$ cat config.mk
export PLATFORM = sky130hd
export DESIGN_NAME = emisor_pixeles
export DESIGN_NICKNAME = d
export VERILOG_FILES = /design/src/rtl/emisor_pixeles_pkg.sv /design/src/rtl/emisor_pixeles_buffer_salida_2.sv /design/src/rtl/emisor_pixeles.sv
export SDC_FILE = /design/constraint.sdc
export NUM_CORES = 1
export LEC_CHECK = 0
export ABC_AREA = 1
export ABC_CLOCK_PERIOD_IN_PS = 3500
export BUFFER_PORTS_ARGS = -buffer_cell sky130_fd_sc_hd__buf_2
export CAP_MARGIN = 0
export CORE_MARGIN = 4
export CORE_UTILIZATION = 53
export DETAILED_ROUTE_END_ITERATION = 16
export GPL_TIMING_DRIVEN = 0
export PLACE_DENSITY_LB_ADDON = 0.08
export SYNTH_ARGS = -nofsm -noshare
export SYNTH_HDL_FRONTEND = slang
export SYNTH_SLANG_ARGS = --single-unit
$ cat constraint.sdc
create_clock -name clk -period 3.5 [get_ports clk]
set_input_delay 0 -clock clk [delete_from_list [all_inputs] [get_ports clk]]
set_output_delay 0 -clock clk [all_outputs]
set_load 0.01 [all_outputs]
$ cat src/rtl/emisor_pixeles_pkg.sv
// emisor_pixeles_pkg: shared FSM encoding and size constants for the raster pixel streamer.
// Rev 1.0
`default_nettype none

package emisor_pixeles_pkg;

  typedef enum logic [1:0] {
    REPOSO   = 2'd0,
    LEYENDO  = 2'd1,
    VACIANDO = 2'd2
  } estado_t;

  localparam int VENTANA_MIN = 5;
  localparam int ANCHO_DEF   = 640;
  localparam int ALTO_DEF    = 480;

endpackage

`default_nettype wire

$ cat src/rtl/emisor_pixeles_buffer_salida_2.sv
// buffer_salida_2: two-entry FIFO whose head is exposed combinationally; push and pop may coincide.
// Rev 1.0
`default_nettype none

module buffer_salida_2 #(
  parameter int ANCHO = 10
) (
  input  logic             clk,
  input  logic             reset,
  input  logic             push,
  input  logic             pop,
  input  logic [ANCHO-1:0] dato_entrada,
  output logic [ANCHO-1:0] cabeza,
  output logic [1:0]       cuenta
);

  logic [ANCHO-1:0] cola;
  logic             pop_ok;
  logic             push_ok;

  // Guards keep the entry count consistent even if a caller misbehaves.
  assign pop_ok  = pop && (cuenta != 2'd0);
  assign push_ok = push && ((cuenta != 2'd2) || pop_ok);

  always_ff @(posedge clk or negedge reset) begin
    if (!reset) begin
      cabeza <= '0;
      cola   <= '0;
      cuenta <= 2'd0;
    end else begin
      case ({push_ok, pop_ok})
        2'b10: begin
          if (cuenta == 2'd0) cabeza <= dato_entrada;
          else                cola   <= dato_entrada;
          cuenta <= cuenta + 2'd1;
        end
        2'b01: begin
          cabeza <= cola;
          cuenta <= cuenta - 2'd1;
        end
        2'b11: begin
          if (cuenta == 2'd1) begin
            cabeza <= dato_entrada;
          end else begin
            cabeza <= cola;
            cola   <= dato_entrada;
          end
        end
        default: ;
      endcase
    end
  end

endmodule

`default_nettype wire

$ cat src/rtl/emisor_pixeles.sv
// emisor_pixeles: streams a stored frame in raster order from a 1-cycle-latency memory to the window.
// Rev 1.0
`default_nettype none

module emisor_pixeles
  import emisor_pixeles_pkg::*;
#(
  parameter int BITS_PIXEL = 8,
  parameter int ANCHO_MAX  = ANCHO_DEF,
  parameter int ALTO_MAX   = ALTO_DEF,
  parameter int BITS_COL   = 10,
  parameter int BITS_FIL   = 9,
  parameter int BITS_DIR   = 19
) (
  input  logic                  clk,
  input  logic                  reset,
  input  logic                  iniciar,
  input  logic [BITS_COL-1:0]   ancho_imagen,
  input  logic [BITS_FIL-1:0]   alto_imagen,
  output logic [BITS_DIR-1:0]   mem_dir,
  output logic                  mem_leer,
  input  logic [BITS_PIXEL-1:0] mem_dato,
  output logic [BITS_PIXEL-1:0] pixel_salida,
  output logic                  pixel_valido,
  input  logic                  listo_ventana,
  output logic                  fin_linea,
  output logic                  fin_imagen,
  output logic                  ocupado,
  output logic                  error_config
);

  estado_t               estado;
  estado_t               estado_sig;
  logic [BITS_COL-1:0]   ancho;
  logic [BITS_COL-1:0]   col;
  logic [BITS_FIL-1:0]   alto;
  logic [BITS_FIL-1:0]   fil;
  logic [BITS_DIR-1:0]   dir;
  logic                  en_vuelo;
  logic                  vuelo_fl;
  logic                  vuelo_fi;
  logic [1:0]            cuenta;
  logic [BITS_PIXEL+1:0] cabeza;
  logic [2:0]            ocupacion_sig;
  logic                  config_ok;
  logic                  aceptar;
  logic                  rechazar;
  logic                  transferencia;
  logic                  ultima_col;
  logic                  ultima_fil;

  assign config_ok = (ancho_imagen >= BITS_COL'(VENTANA_MIN)) &&
                     (alto_imagen  >= BITS_FIL'(VENTANA_MIN)) &&
                     (ancho_imagen <= BITS_COL'(ANCHO_MAX))   &&
                     (alto_imagen  <= BITS_FIL'(ALTO_MAX));
  assign aceptar  = (estado == REPOSO) && iniciar && config_ok;
  assign rechazar = (estado == REPOSO) && iniciar && !config_ok;

  assign pixel_valido  = (cuenta != 2'd0);
  assign transferencia = pixel_valido && listo_ventana;
  assign pixel_salida  = cabeza[BITS_PIXEL-1:0];
  assign fin_linea     = pixel_valido && cabeza[BITS_PIXEL+1];
  assign fin_imagen    = pixel_valido && cabeza[BITS_PIXEL];
  assign ocupado       = (estado != REPOSO);
  assign mem_dir       = dir;

  // A new read only goes out if its data is guaranteed a free slot when it returns.
  assign ocupacion_sig = {1'b0, cuenta} - {2'b00, transferencia} + {2'b00, en_vuelo};
  assign mem_leer      = (estado == LEYENDO) && (ocupacion_sig < 3'd2);

  assign ultima_col = (col == ancho - BITS_COL'(1));
  assign ultima_fil = (fil == alto - BITS_FIL'(1));

  always_ff @(posedge clk or negedge reset) begin
    if (!reset) estado <= REPOSO;
    else        estado <= estado_sig;
  end

  always_comb begin
    estado_sig = estado;
    case (estado)
      REPOSO:   if (aceptar) estado_sig = LEYENDO;
      LEYENDO:  if (mem_leer && ultima_col && ultima_fil) estado_sig = VACIANDO;
      VACIANDO: if (transferencia && fin_imagen) estado_sig = REPOSO;
      default:  estado_sig = REPOSO;
    endcase
  end

  always_ff @(posedge clk or negedge reset) begin
    if (!reset) begin
      ancho        <= '0;
      alto         <= '0;
      col          <= '0;
      fil          <= '0;
      dir          <= '0;
      en_vuelo     <= 1'b0;
      vuelo_fl     <= 1'b0;
      vuelo_fi     <= 1'b0;
      error_config <= 1'b0;
    end else begin
      error_config <= rechazar;
      en_vuelo     <= mem_leer;
      if (aceptar) begin
        ancho <= ancho_imagen;
        alto  <= alto_imagen;
        col   <= '0;
        fil   <= '0;
        dir   <= '0;
      end else if (mem_leer) begin
        // Markers travel with the read so they line up with the returning pixel.
        vuelo_fl <= ultima_col;
        vuelo_fi <= ultima_col && ultima_fil;
        dir      <= dir + BITS_DIR'(1);
        if (ultima_col) begin
          col <= '0;
          fil <= fil + BITS_FIL'(1);
        end else begin
          col <= col + BITS_COL'(1);
        end
      end
    end
  end

  buffer_salida_2 #(
    .ANCHO (BITS_PIXEL + 2)
  ) u_buffer (
    .clk          (clk),
    .reset        (reset),
    .push         (en_vuelo),
    .pop          (transferencia),
    .dato_entrada ({vuelo_fl, vuelo_fi, mem_dato}),
    .cabeza       (cabeza),
    .cuenta       (cuenta)
  );

endmodule

`default_nettype wire

# Yosys cells after proc, flatten, opt, wreduce, memory -nomap -nowiden
# Cells that the tools add are included.
dict set report totals {
  register_bits 85
  inputBits 31
  output_inout_bits 33
}
dict set report classes {
  n_reduce_logical 32
  bitwise_logic 1
  magnitude_cmp 5
  eq_ne 15
  add_sub_neg 9
  n_mux 19
}
# operator count
set op_table {}
lappend op_table {{$mux 10} 7}
lappend op_table {{$mux 19} 2}
lappend op_table {{$pmux 10 s3} 1}
lappend op_table {{$mux 9} 3}
lappend op_table {{$pmux 10 s2} 1}
lappend op_table {{$add 19x1->19 const B} 1}
lappend op_table {{$logic_and 1x1->1} 16}
lappend op_table {{$reduce_bool 2->1} 6}
lappend op_table {{$add 10x1->10 const B} 1}
lappend op_table {{$eq 10x10->1} 1}
lappend op_table {{$ge 10x3->1 const B} 1}
lappend op_table {{$le 10x10->1 const B} 1}
lappend op_table {{$ne 2x2->1 const B} 5}
lappend op_table {{$sub 10x1->10 const B} 1}
lappend op_table {{$add 9x1->9 const B} 1}
lappend op_table {{$eq 9x9->1} 1}
lappend op_table {{$ge 9x3->1 const B} 1}
lappend op_table {{$le 9x9->1 const B} 1}
lappend op_table {{$sub 9x1->9 const B} 1}
lappend op_table {{$eq 2x1->1 const B} 3}
lappend op_table {{$eq 2x2->1 const B} 3}
lappend op_table {{$mux 2} 3}
lappend op_table {{$pmux 2 s3} 1}
lappend op_table {{$reduce_and 2->1} 3}
lappend op_table {{13 further kinds} 16}

# Depth between registers and ports, before layout
# Gate-level depths: netlist of run 1.
dict set report logic_depth {
  word_depth 10
  depth_mapped 19
  mapped_depth_nobuf 18
}

# By module
# From an unflattened synthesis of run 1, not the netlist that was laid out.
dict set report hier_totals {
  cells_unflattened 810
  area_unflattened_um2 5540.3
}
# mod seq_area_each_um2 area_each_um2 n_inst cells_per_inst
set modules_own_cells {}
lappend modules_own_cells {emisor_pixeles 1576.5 4192.8 1 610}
lappend modules_own_cells {buffer_salida_2 550.5 1347.5 1 200}

# Worst setup path after synthesis of run 1
# No wires, ideal clock.
dict set report synth_path {
  path_kind {reg2reg}
  from {register u_buffer.cuenta[1]}
  to {register dir[10], in the netlist mem_dir[10]}
  t_required_ns 3.377
  arrival_ns 3.342
  synth_period_minus_slack_ns 3.465
  stages_incl_launch_ff 19
  setup_time_ns 0.123
  slack_ns 0.035
  cell_sequence {dfrtp_1 > inv_1 > ha_1 > inv_1 > nand2_1 > inv_1 > clkbuf_1 > ha_1 > or2_2 > fa_1 > inv_1 > nor2_1 > nand2_2 > nor2_4 > nand2_1 > nor2_2 > nand2_2 > nor3b_1 > nor2_1}
}
dict set report synth_between {
  elab_chain_len 7
}
# element line_no
set synth_rtl {}
lappend synth_rtl {{start: declaration} emisor_pixeles_buffer_salida_2.sv:14} ;# output logic [1:0] cuenta
lappend synth_rtl {{start signal: assignment} emisor_pixeles_buffer_salida_2.sv:35} ;# cuenta <= cuenta + 2'd1;
lappend synth_rtl {{start signal: assignment} emisor_pixeles_buffer_salida_2.sv:39} ;# cuenta <= cuenta - 2'd1;
lappend synth_rtl {{$reduce_bool 2->1} emisor_pixeles.sv:59} ;# assign pixel_valido = (cuenta != 2'd0);
lappend synth_rtl {{net pixel_valido} emisor_pixeles.sv:24} ;# output logic pixel_valido,
lappend synth_rtl {{$logic_and 1x1->1} emisor_pixeles.sv:60} ;# assign transferencia = pixel_valido && listo_ventana;
lappend synth_rtl {{$sub 2x1->3} emisor_pixeles.sv:68} ;# assign ocupacion_sig = {1'b0, cuenta} - {2'b00, transferencia} + {2'b00, en_vuelo};
lappend synth_rtl {{$add 3x1->3} emisor_pixeles.sv:68}
lappend synth_rtl {{$lt 3x2->1} emisor_pixeles.sv:69} ;# assign mem_leer = (estado == LEYENDO) && (ocupacion_sig < 3'd2);
lappend synth_rtl {{$logic_and 1x1->1} emisor_pixeles.sv:69}
lappend synth_rtl {{$reduce_bool 2->1 (no source line)} --}
lappend synth_rtl {{end signal: assignment} emisor_pixeles.sv:113} ;# dir <= dir + BITS_DIR'(1);
lappend synth_rtl {{end: declaration} emisor_pixeles.sv:38} ;# logic [BITS_DIR-1:0] dir;
# The timed path passes the listed nets, and every way through them passes these cells.
# A chain may end at the register's enable or synchronous reset.

# Worst setup path in the final report of run 1
dict set report layout_path {
  from {register u_buffer.cuenta[1]}
  to {register dir[15], in the netlist mem_dir[15]}
}
dict set report layout_between {
  elab_chain_len 7
}
# element line_no
set layout_rtl {}
lappend layout_rtl {{$reduce_bool 2->1} emisor_pixeles.sv:59}
lappend layout_rtl {{$logic_and 1x1->1} emisor_pixeles.sv:60}
lappend layout_rtl {{$sub 2x1->3 (*)} emisor_pixeles.sv:68}
lappend layout_rtl {{$add 3x1->3 (*)} emisor_pixeles.sv:68}
lappend layout_rtl {{$lt 3x2->1 (*)} emisor_pixeles.sv:69}
lappend layout_rtl {{$logic_and 1x1->1 (*)} emisor_pixeles.sv:69}
lappend layout_rtl {{$reduce_bool 2->1 (no source line) (*)} --}
# Every way passes the cells marked *; elsewhere a longest branch is shown, timed or not.

==> flow_metrics.tcl, run 1 <==
set metrics [dict create \
    outcome "completed" \
    setup_viol 0 \
    clkSinkCount 85 \
    coreArea_mm2 0.009415 \
    fmax_mhz 307.4 \
    pwr-share-clk_pct 15.2 \
    worstSetupStartpoint "u_buffer.cuenta[1]$_DFFE_PN0P_" \
    io_pins 64 \
    met3_usage_pct 2.950 \
    cts_buffers 9 \
    fin_nets 835 \
    synth_area_leaders "dfrtp_1, nand2_1, nand3_1, inv_1, o21ai_0" \
    max_slew.worst_pin.slew_ns 0.5945 \
    clock_path_buffers 2 \
    die_h_um 107.1 \
    period_minus_slack_ns 3.253 \
    hp-start "iniciar" \
    p_seq_share_pct 35.2 \
    yosys.area.top_type_share_pct 40.83 \
    synth-edff-count 0 \
    port_buffers 63 \
    die_x_um 107.1 \
    wl_per_cell_um 13.36 \
    synthDistinctLibCells 35 \
    ant_nets 0 \
    grt_max_degree 68 \
    routed_via_density 5.117 \
    synth.net_count 729 \
    r2r-start "u_buffer.cuenta[1]$_DFFE_PN0P_" \
    hold_viol_final 0 \
    switching_share_pct 44.51 \
    finalClockSkew_ns 0.009945 \
    ys_warn_count 0 \
    placedCellCount 881 \
    cap_viol_max_count 0 \
    cts_tree "built" \
    finalSetupTns_ns 0 \
    power_frac_comb_pct 49.6 \
    grt_pass1_vias 4765 \
    r2r_cells 16 \
    ff2ff_setup_slack_ns 0.25 \
    drive_gt1_share_pct 19.27 \
    slew_headroom_pct 60.37 \
    synth_most_common_cell "nand2_1" \
    drt-total-wl_um 12400 \
    synth_ff_type "dfrtp_1" \
    peakVddDrop_mv 0.3534 \
    intPower_w 0.002377 \
    syn-cell-area_mm2 0.005210 \
    syn_avg_cell_area_um2 7.573 \
    p_leak_nw 3.182 \
    synthArstFlopShare_pct 100.0 \
    met1_usage_pct 29.05 \
    met2_usage_pct 40.39 \
    arrival_ns 3.50 \
    num_rows 35 \
    r2r_end "mem_dir[15]$_DFFE_PN0P_" \
    vias 4749 \
    critPathKind "register to register" \
    hold_class "input pin to register" \
    drt-initial-drc-count 209 \
    pre_cts_slack_ns -0.3967 \
    area_growth_pct 19.81 \
    crit_fanout 12 \
    clkLatencyLatePin_ns 0.36 \
    gp_congestion 0.8595 \
    ys_seq_area_share_pct 40.83 \
    overflow 0 \
    worst_slack_ns 0.2473 \
    crit_end "mem_dir[15]$_DFFE_PN0P_" \
    die_area_mm2 0.01148 \
    ys_ff_latch 85 \
    finalCritPeriodShare_pct 92.93 \
    dp_hpwl_um 8970 \
    cp-end-kind "register" \
    cts-root-buf "clkbuf_8" \
    instances_no_fill 928 \
    finalPower_w 0.004284 \
    crit_required_ns 3.75 \
    netlist.top_cell.by_area "dfrtp_1" \
    h-tree-depth 3 \
    grt_antenna_before_repair 0 \
    nFillCells 829 \
    grtUsageTotal_pct 23.07 \
    slew_violations 0 \
    grt_first_pass_wirelength_um 21560 \
    dr.pass1.iters 5 \
    path_clk_slew_ns 0.09 \
    synth_common_cells "nand2_1, inv_1, dfrtp_1" \
    power_density_mw_per_mm2 686.3 \
    power.net_switching_w 0.001907 \
    grt.busiest_layer "met2" \
    drcViolationCount 0 \
    syn_inst 688 \
    start_util_pct 55.34 \
    antennaDiodeCount 0 \
    critPathLaunchType "register" \
]
-- placed cells by master, fill, tap and decap left out, types with 2 or more instances in the layout --
cell	instances
buf_6	2
nand3_1	74
inv_2	5
nor3_1	13
o31ai_1	3
xor2_1	23
nand3b_1	2
nand4_1	10
nor2_4	6
nor2_1	48
nor3b_1	2
a21oi_1	7
or2_2	2
dfrtp_1	84
ha_1	8
o211ai_1	10
buf_2	69
inv_6	2
nand2_2	9
xnor2_1	8
mux2_1	2
mux2_2	6
o21ai_1	3
clkbuf_8	9
clkbuf_1	6
inv_1	94
clkinv_4	2
buf_4	15
nor2_2	5
nand3_2	10
o21ai_0	41
nand2_4	3
dlygate4sd3_1	29
nand2_1	176
-- routing by layer --
metal	up-vias	routed length, um	part of all wire (%)
met5	-	0	0
li1	2385	-	-
met1	2253	5376	43
met4	0	265	2.1
met2	85	6349	51
met3	26	407	3.3
-- repair_timing --
item / in CTS / in global routing
hold buffers: 29 / 0
endpoints found under the hold margin: 121 / 0
setup endpoints to repair: 43 / 21
gates resized for setup: 4 / 10
buffers inserted: 0 / 3
pin swaps: 0 / 1
-- final cells by class --
cell class	count	area, um2	area share, %
Tap cell	129	161.4	2.586
Timing Repair Buffer	96	658.1	10.54
Clock inverter	5	45.04	0.7216
Clock buffer	11	131.4	2.105
Multi-Input combinational cell	477	2576	41.27
Inverter	101	386.6	6.194
Sequential cell	85	2128	34.09
Buffer	24	155.1	2.485
-- sequential cells by signal (all words and copies together), names as in the netlist --
| register | cells |
|---|---|
| u_buffer.cabeza | 10 |
| u_buffer.cuenta | 2 |
| vuelo_fi | 1 |
| ancho | 10 |
| estado | 2 |
| vuelo_fl | 1 |
| u_buffer.cola | 10 |
| mem_dir | 19 |
| alto | 9 |
| en_vuelo | 1 |
| col | 10 |
| fil | 9 |
| error_config | 1 |
-- critical path, cell delays in order, from the launching register on --
cell     delay [ns]
dfrtp_2        0.43
inv_1          0.10
ha_2           0.21
inv_1          0.08
nand2_4        0.10
inv_4          0.08
ha_1           0.26
or2_2          0.30
fa_1           0.49
inv_1          0.05
nor2_2         0.15
nand2_4        0.13
nand2_1        0.28
inv_2          0.11
buf_2          0.21
nand2_1        0.09
o31ai_1        0.07
-- kinds of logic (layout without fill, tap and decap cells) --
kind of cell | Yosys count | after routing | share of synthesized area (%)
and+or+nand+nor | 362 | 362 | 32.30
buffers and inverters | 126 | 237 | 10.30
DFF | 85 | 85 | 40.83
AOI/OAI and AO/OA | 65 | 65 | 6.916
xor gates and xnor gates | 32 | 32 | 5.379
adders and majority gates | 10 | 10 | 2.546
muxes | 8 | 8 | 1.729
-- metrics by stage --
stage	hold WS, ns	area, um2	utilization, %
2_1_floorplan	-0.2956	5210	-
3_3_place_gp	0.2275	5687	60.40
3_5_place_dp	-0.09694	5717	60.72
6_report	0.01821	6242	66.30
4_1_cts	0.02364	6187	65.71
5_1_grt	0.04477	6242	66.30
-- worst min-delay path by stage --
stage | cells past startpoint | to
after floorplan | 0 | alto[0]$_DFFE_PN0N_
after global placement | 3 | alto[1]$_DFFE_PN0N_
after detailed placement | 1 | u_buffer.cola[2]$_DFFE_PN0P_
after CTS | 4 | error_config$_DFF_PN0_
after global routing | 4 | error_config$_DFF_PN0_
final | 4 | error_config$_DFF_PN0_
-- power by group through the flow --
stage          clock network [W]  logic, W  registers, W
6_report                0.000651   0.00212       0.00151
5_1_grt                 0.000710   0.00241       0.00155
4_1_cts                 0.000666   0.00204       0.00151
3_5_place_dp                   0   0.00200       0.00153
3_3_place_gp                   0   0.00194       0.00152
2_1_floorplan                  0   0.00150       0.00149
(Power assumes the default switching activity.)
==> run 2, diff against run 1 <==
==> constraint.sdc (replaced) <==
create_clock -name clk -period 3.5 [get_ports clk]
set_input_delay 0.35 -clock clk [delete_from_list [all_inputs] [get_ports clk]]
set_output_delay 0.35 -clock clk [all_outputs]
set_load 0.01 [all_outputs]
==> flow_metrics.tcl, run 2 (synthesis results as in run 1) <==
set metrics [dict create \
    finalPower_w 0.004276 \
    coreArea_mm2 0.009415 \
    crit_path_cell_trace "inv_2, ha_4, inv_1, nand2_4, inv_6, ha_1, or2_2, fa_1, inv_1, nor2_2, nand2_4, clkinv_4, buf_6, buf_2" \
    cp-end-kind "primary output" \
    cts_buffers 9 \
    grt_antenna_before_repair 0 \
    ff2ff_setup_slack_ns 0.29 \
    cts-root-buf "clkbuf_8" \
    clkLatencyLatePin_ns 0.36 \
    finalClockSkew_ns 0.01012 \
    layout_commonest_cell "nand2_1" \
    area_growth_pct 14.94 \
    fin_nets 809 \
    critPathMaxStageDelay_ns 0.48 \
    clock_path_buffers 2 \
    r2r_cells 18 \
    critPathKind "register to primary output" \
    drcViolationCount 0 \
    crit_fanout 12 \
    die_x_um 107.1 \
    period_minus_slack_ns 3.314 \
    fmax_mhz 301.7 \
    antennaDiodeCount 0 \
    cap_viol_max_count 0 \
    clkSinkCount 85 \
    grt_first_pass_wirelength_um 20580 \
    hold_end "ancho[5]$_DFFE_PN0N_" \
    slew_violations 0 \
    port_buffers 63 \
    overflow 0 \
    power_density_mw_per_mm2 714.1 \
    drt-total-wl_um 11850 \
    finalCritPeriodShare_pct 94.69 \
    outcome "completed" \
    dp_hpwl_um 8970 \
    peakVddDrop_mv 0.3523 \
    critPathLaunchType "register" \
    die_area_mm2 0.01148 \
    r2r-start "u_buffer.cuenta[1]$_DFFE_PN0P_" \
    max_slew.worst_pin.slew_ns 0.5595 \
    drive_gt1_share_pct 20.05 \
    start_util_pct 55.34 \
    p_leak_nw 3.072 \
    dr.pass1.iters 5 \
    hold-worst-slack_ns 0.2113 \
    vias 4602 \
    largest_register_ff_count 19 \
    hold_viol_final 0 \
    crit_required_ns 3.15 \
    whs_path_depth 3 \
    path_clk_slew_ns 0.09 \
    grtUsageTotal_pct 21.95 \
    gp_congestion 0.8595 \
    h-tree-depth 3 \
    io_pins 64 \
    grt_pass1_vias 4588 \
    wl_per_cell_um 13.13 \
    num_rows 35 \
    ant_nets 0 \
    die_h_um 107.1 \
    finalSetupTns_ns 0 \
    routed_via_density 5.102 \
    slew_headroom_pct 62.70 \
    hp-start "ancho_imagen[5]" \
    hold_class "input pin to register" \
    cts_tree "built" \
    grt_max_degree 68 \
    arrival_ns 2.96 \
    setup_viol 0 \
    r2r_end "mem_dir[10]$_DFFE_PN0P_" \
    mostFrequentLayoutCells "nand2_1, inv_1, dfrtp_1" \
    drt-initial-drc-count 171 \
    cp_slowest_cell "fa_1" \
]
-- run 2: through the flow --
stage,utilization [%],instance area (um2),cells,worst slack [ns]
final,63.60,5988,902,0.1858
after global routing,63.60,5988,902,-0.01463
after CTS,63.08,5939,899,0.01729
after detailed placement,60.72,5717,881,-0.4497
after global placement,60.40,5687,880,-0.4308
after floorplan,-,5210,688,0.03512
-- run 2: cell type report --
| cell class | instances | area (um2) |
|---|---|---|
| buffer | 24 | 158.9 |
| clock buffer | 11 | 131.4 |
| clock inverter | 5 | 45.04 |
| fill | 860 | 3427 |
| inverter | 101 | 389.1 |
| multi-input combinational | 477 | 2579 |
| sequential | 85 | 2127 |
| tap | 129 | 161.4 |
| timing repair buffer | 70 | 396.6 |
-- run 2: how the worst max path moves through the flow --
| stage | startpoint | end | slack [ns] | depth (start not counted) |
|---|---|---|---|---|
| global route | u_buffer.cuenta[0]$_DFFE_PN0P_ | mem_dir[10]$_DFFE_PN0P_ | -0.01 | 19 |
| global placement | u_buffer.cuenta[1]$_DFFE_PN0P_ | mem_leer | -0.43 | 15 |
| CTS | u_buffer.cuenta[0]$_DFFE_PN0P_ | mem_leer | 0.02 | 14 |
| finish | u_buffer.cuenta[1]$_DFFE_PN0P_ | mem_leer | 0.19 | 14 |
| detailed placement | u_buffer.cuenta[1]$_DFFE_PN0P_ | mem_leer | -0.45 | 15 |
| floorplan | u_buffer.cuenta[1]$_DFFE_PN0P_ | mem_dir[10]$_DFFE_PN0P_ | 0.04 | 18 |
-- run 2: where the power goes --
part	total, W	internal (W)	switching [W]
clock network	0.000648	0.000269	0.000380
registers	0.00151	0.00127	0.000235
logic	0.00212	0.000837	0.00128
total	0.00428	0.00238	0.00190
-- run 2: what timing repair did --
action	in CTS	in global routing
buffers inserted	2	3
setup endpoints to repair	43	14
endpoints found under the hold margin	18	0
resized for setup	10	6
pin swaps	0	3
hold buffers	1	0
-- run 2: metal layers --
layer  global-route usage [%]  vias to the layer above  wire length (um)
li1                         -                     2336                 -
met1                    28.09                     2180              5242
met2                    38.25                       68              6060
met3                    3.010                       18               360
met4                    7.123                        0               181
met5                        0                        -                 0
-- run 2: worst max-delay path: cells and delay by family (launching register included) --
family	cells	cell delay (ns)
DFF	1	0.41
buffers and inverters	7	0.68
adders and majority gates	3	0.88
and+or+nand+nor	4	0.62
==> run 3, diff against run 2 <==
Settings changed: ABC_AREA 1 to default, CORE_UTILIZATION 53 to 40.
==> flow_metrics.tcl, run 3 <==
set metrics [dict create \
    cts_tree "built" \
    grtUsageTotal_pct 15.76 \
    synth-edff-count 0 \
    area_growth_pct 20.86 \
    fmax_mhz 304.1 \
    dr.pass1.iters 4 \
    h-tree-depth 3 \
    antennaDiodeCount 0 \
    crit_required_ns 3.72 \
    syn-cell-area_mm2 0.004589 \
    synth.net_count 507 \
    ys_ff_latch 85 \
    coreArea_mm2 0.01103 \
    grt_max_degree 66 \
    outcome "completed" \
    slew_violations 0 \
    critPathLaunchType "register" \
    clkSinkCount 85 \
    clock_path_buffers 2 \
    place_area_mm2 0.005111 \
    ant_nets 0 \
    fin_nets 589 \
    slew_headroom_pct 50.90 \
    fin_area_mm2 0.005547 \
    whs_path_depth 3 \
    syn_avg_cell_area_um2 9.849 \
    synth_most_common_cell "dfrtp_1" \
    p_leak_nw 2.602 \
    drcViolationCount 0 \
    vias 3608 \
    critPathKind "register to register" \
    grt_first_pass_wirelength_um 16650 \
    placedCellCount 670 \
    synth_common_cells "dfrtp_1, nand2_1, nor2_1" \
    cap_viol_max_count 0 \
    synthDistinctLibCells 56 \
    synth_area_leaders "dfrtp_1, mux2_2, xor2_1, nand2_1, o21ai_0" \
    period_minus_slack_ns 3.288 \
    cts-root-buf "clkbuf_16" \
    finalPower_w 0.004385 \
    die_x_um 115.1 \
    num_rows 38 \
    max_slew.worst_pin.slew_ns 0.7298 \
    synth_ff_type "dfrtp_1" \
    grt_pass1_vias 3422 \
    start_util_pct 41.61 \
    hold-worst-slack_ns 0.2202 \
    die_area_mm2 0.01325 \
    setup_viol 0 \
    layout_commonest_cell "dfrtp_1" \
    io_pins 64 \
    cp-end-kind "register" \
    port_buffers 63 \
    drive_gt1_share_pct 25.68 \
    die_h_um 115.1 \
    cts_buffers 9 \
    wl_per_cell_um 14.52 \
    rsz0062_at_grt "false" \
    routed_via_density 5.206 \
    netlist.top_cell.by_area "dfrtp_1" \
    gp_congestion 0.7725 \
    ys_warn_count 0 \
    arrival_ns 3.51 \
    peakVddDrop_mv 0.4140 \
    hold_class "input pin to register" \
    instances_no_fill 693 \
    syn_inst 466 \
    power_density_mw_per_mm2 790.6 \
    drt-total-wl_um 10060 \
    mostFrequentLayoutCells "dfrtp_1, buf_2, nand2_1" \
    crit_fanout 10 \
    finalCritPeriodShare_pct 93.95 \
    drt-initial-drc-count 123 \
    clkLatencyLatePin_ns 0.34 \
    grt_antenna_before_repair 0 \
    hold_viol_final 0 \
    finalClockSkew_ns 0.007647 \
    path_clk_slew_ns 0.06 \
    largest_register_ff_count 19 \
    nFillCells 1074 \
    synthArstFlopShare_pct 100.0 \
    ys_seq_area_share_pct 46.35 \
    dp_hpwl_um 7407 \
    overflow 0 \
    yosys.area.top_type_share_pct 46.35 \
    r2r_cells 14 \
]
## run 3: what timing repair did
| item | 4_1_cts | 5_1_grt |
|---|---|---|
| hold buffers | 1 | 0 |
| pin swaps | 1 | 2 |
| resized for setup | 15 | 10 |
| endpoints found under the setup margin | 38 | 33 |
| buffers inserted | 0 | 6 |
| endpoints found under the hold margin | 20 | 0 |
## run 3: worst paths after layout
check | start | to | slack [ns]
worst max-delay path | u_buffer.cuenta[1]$_DFFE_PN0P_ | fil[3]$_DFFE_PN0P_ | 0.21
worst min-delay path | mem_dato[5] | u_buffer.cabeza[5]$_DFFE_PN0P_ | 0.22
worst max register to register | u_buffer.cuenta[1]$_DFFE_PN0P_ | fil[3]$_DFFE_PN0P_ | 0.21
worst min register to register | u_buffer.cola[9]$_DFFE_PN0P_ | u_buffer.cola[9]$_DFFE_PN0P_ | 0.48
max in group asynchronous | reset | alto[1]$_DFFE_PN0N_ | 2.43
min in group asynchronous | reset | u_buffer.cabeza[3]$_DFFE_PN0P_ | 0.44
## run 3: metrics by stage
| step | worst slack, ns | TNS [ns] | utilization, % |
|---|---|---|---|
| floorplan | 0.03847 | 0 | - |
| global placement | -0.5273 | -10.90 | 46.06 |
| detailed placement | -0.6184 | -13.46 | 46.34 |
| CTS | 0.0009801 | 0 | 49.52 |
| global route | 0.0006124 | 0 | 50.28 |
| finish | 0.2116 | 0 | 50.28 |
## run 3: worst max-delay path, stage by stage, from the launching register on
cell	delay (ns)
dfrtp_2	0.44
inv_1	0.14
ha_4	0.17
nor2b_1	0.05
buf_4	0.16
ha_1	0.26
nand2b_1	0.15
fa_1	0.38
xnor2_1	0.25
nand2b_4	0.12
clkbuf_8	0.19
a2111oi_2	0.25
a21oi_2	0.18
o21bai_1	0.19
mux2_2	0.26
## run 3: report_power, final
part           switching, W  leakage [nW]  internal (W)
Combinational       0.00101          1.36      0.000887
Clock              0.000394         0.140      0.000556
Sequential         0.000263          1.10       0.00127
Total               0.00167          2.60       0.00271
## run 3: area by class of cell
| class | count | area, um2 | area share (%) |
|---|---|---|---|
| plain buffers | 20 | 121.4 | 2.188 |
| repair buffers | 71 | 400.4 | 7.219 |
| clock inverters | 5 | 60.06 | 1.083 |
| clock buffers | 11 | 232.7 | 4.196 |
| inverters | 19 | 76.32 | 1.376 |
| well taps | 140 | 175.2 | 3.158 |
| multi-input cells | 342 | 2352 | 42.41 |
| flip-flops and latches | 85 | 2128 | 38.37 |
## run 3: cells by family after synthesis
| group | Yosys count | synth area share, % |
|---|---|---|
| simple gates | 179 | 19.68 |
| flops | 85 | 46.35 |
| compound gates | 84 | 12.54 |
| xor+xnor | 41 | 7.824 |
| buf+inv | 39 | 3.871 |
| mux | 28 | 6.843 |
| fa+ha+maj | 10 | 2.890 |
## run 3: metal layers
metal / track usage [%] / routed length, um / vias to the layer above
li1: - / - / 1824
met1: 21.25 / 4908 / 1712
met2: 25.04 / 4605 / 61
met3: 4.000 / 426 / 11
met4: 4.930 / 123 / 0
met5: 0 / 0 / -
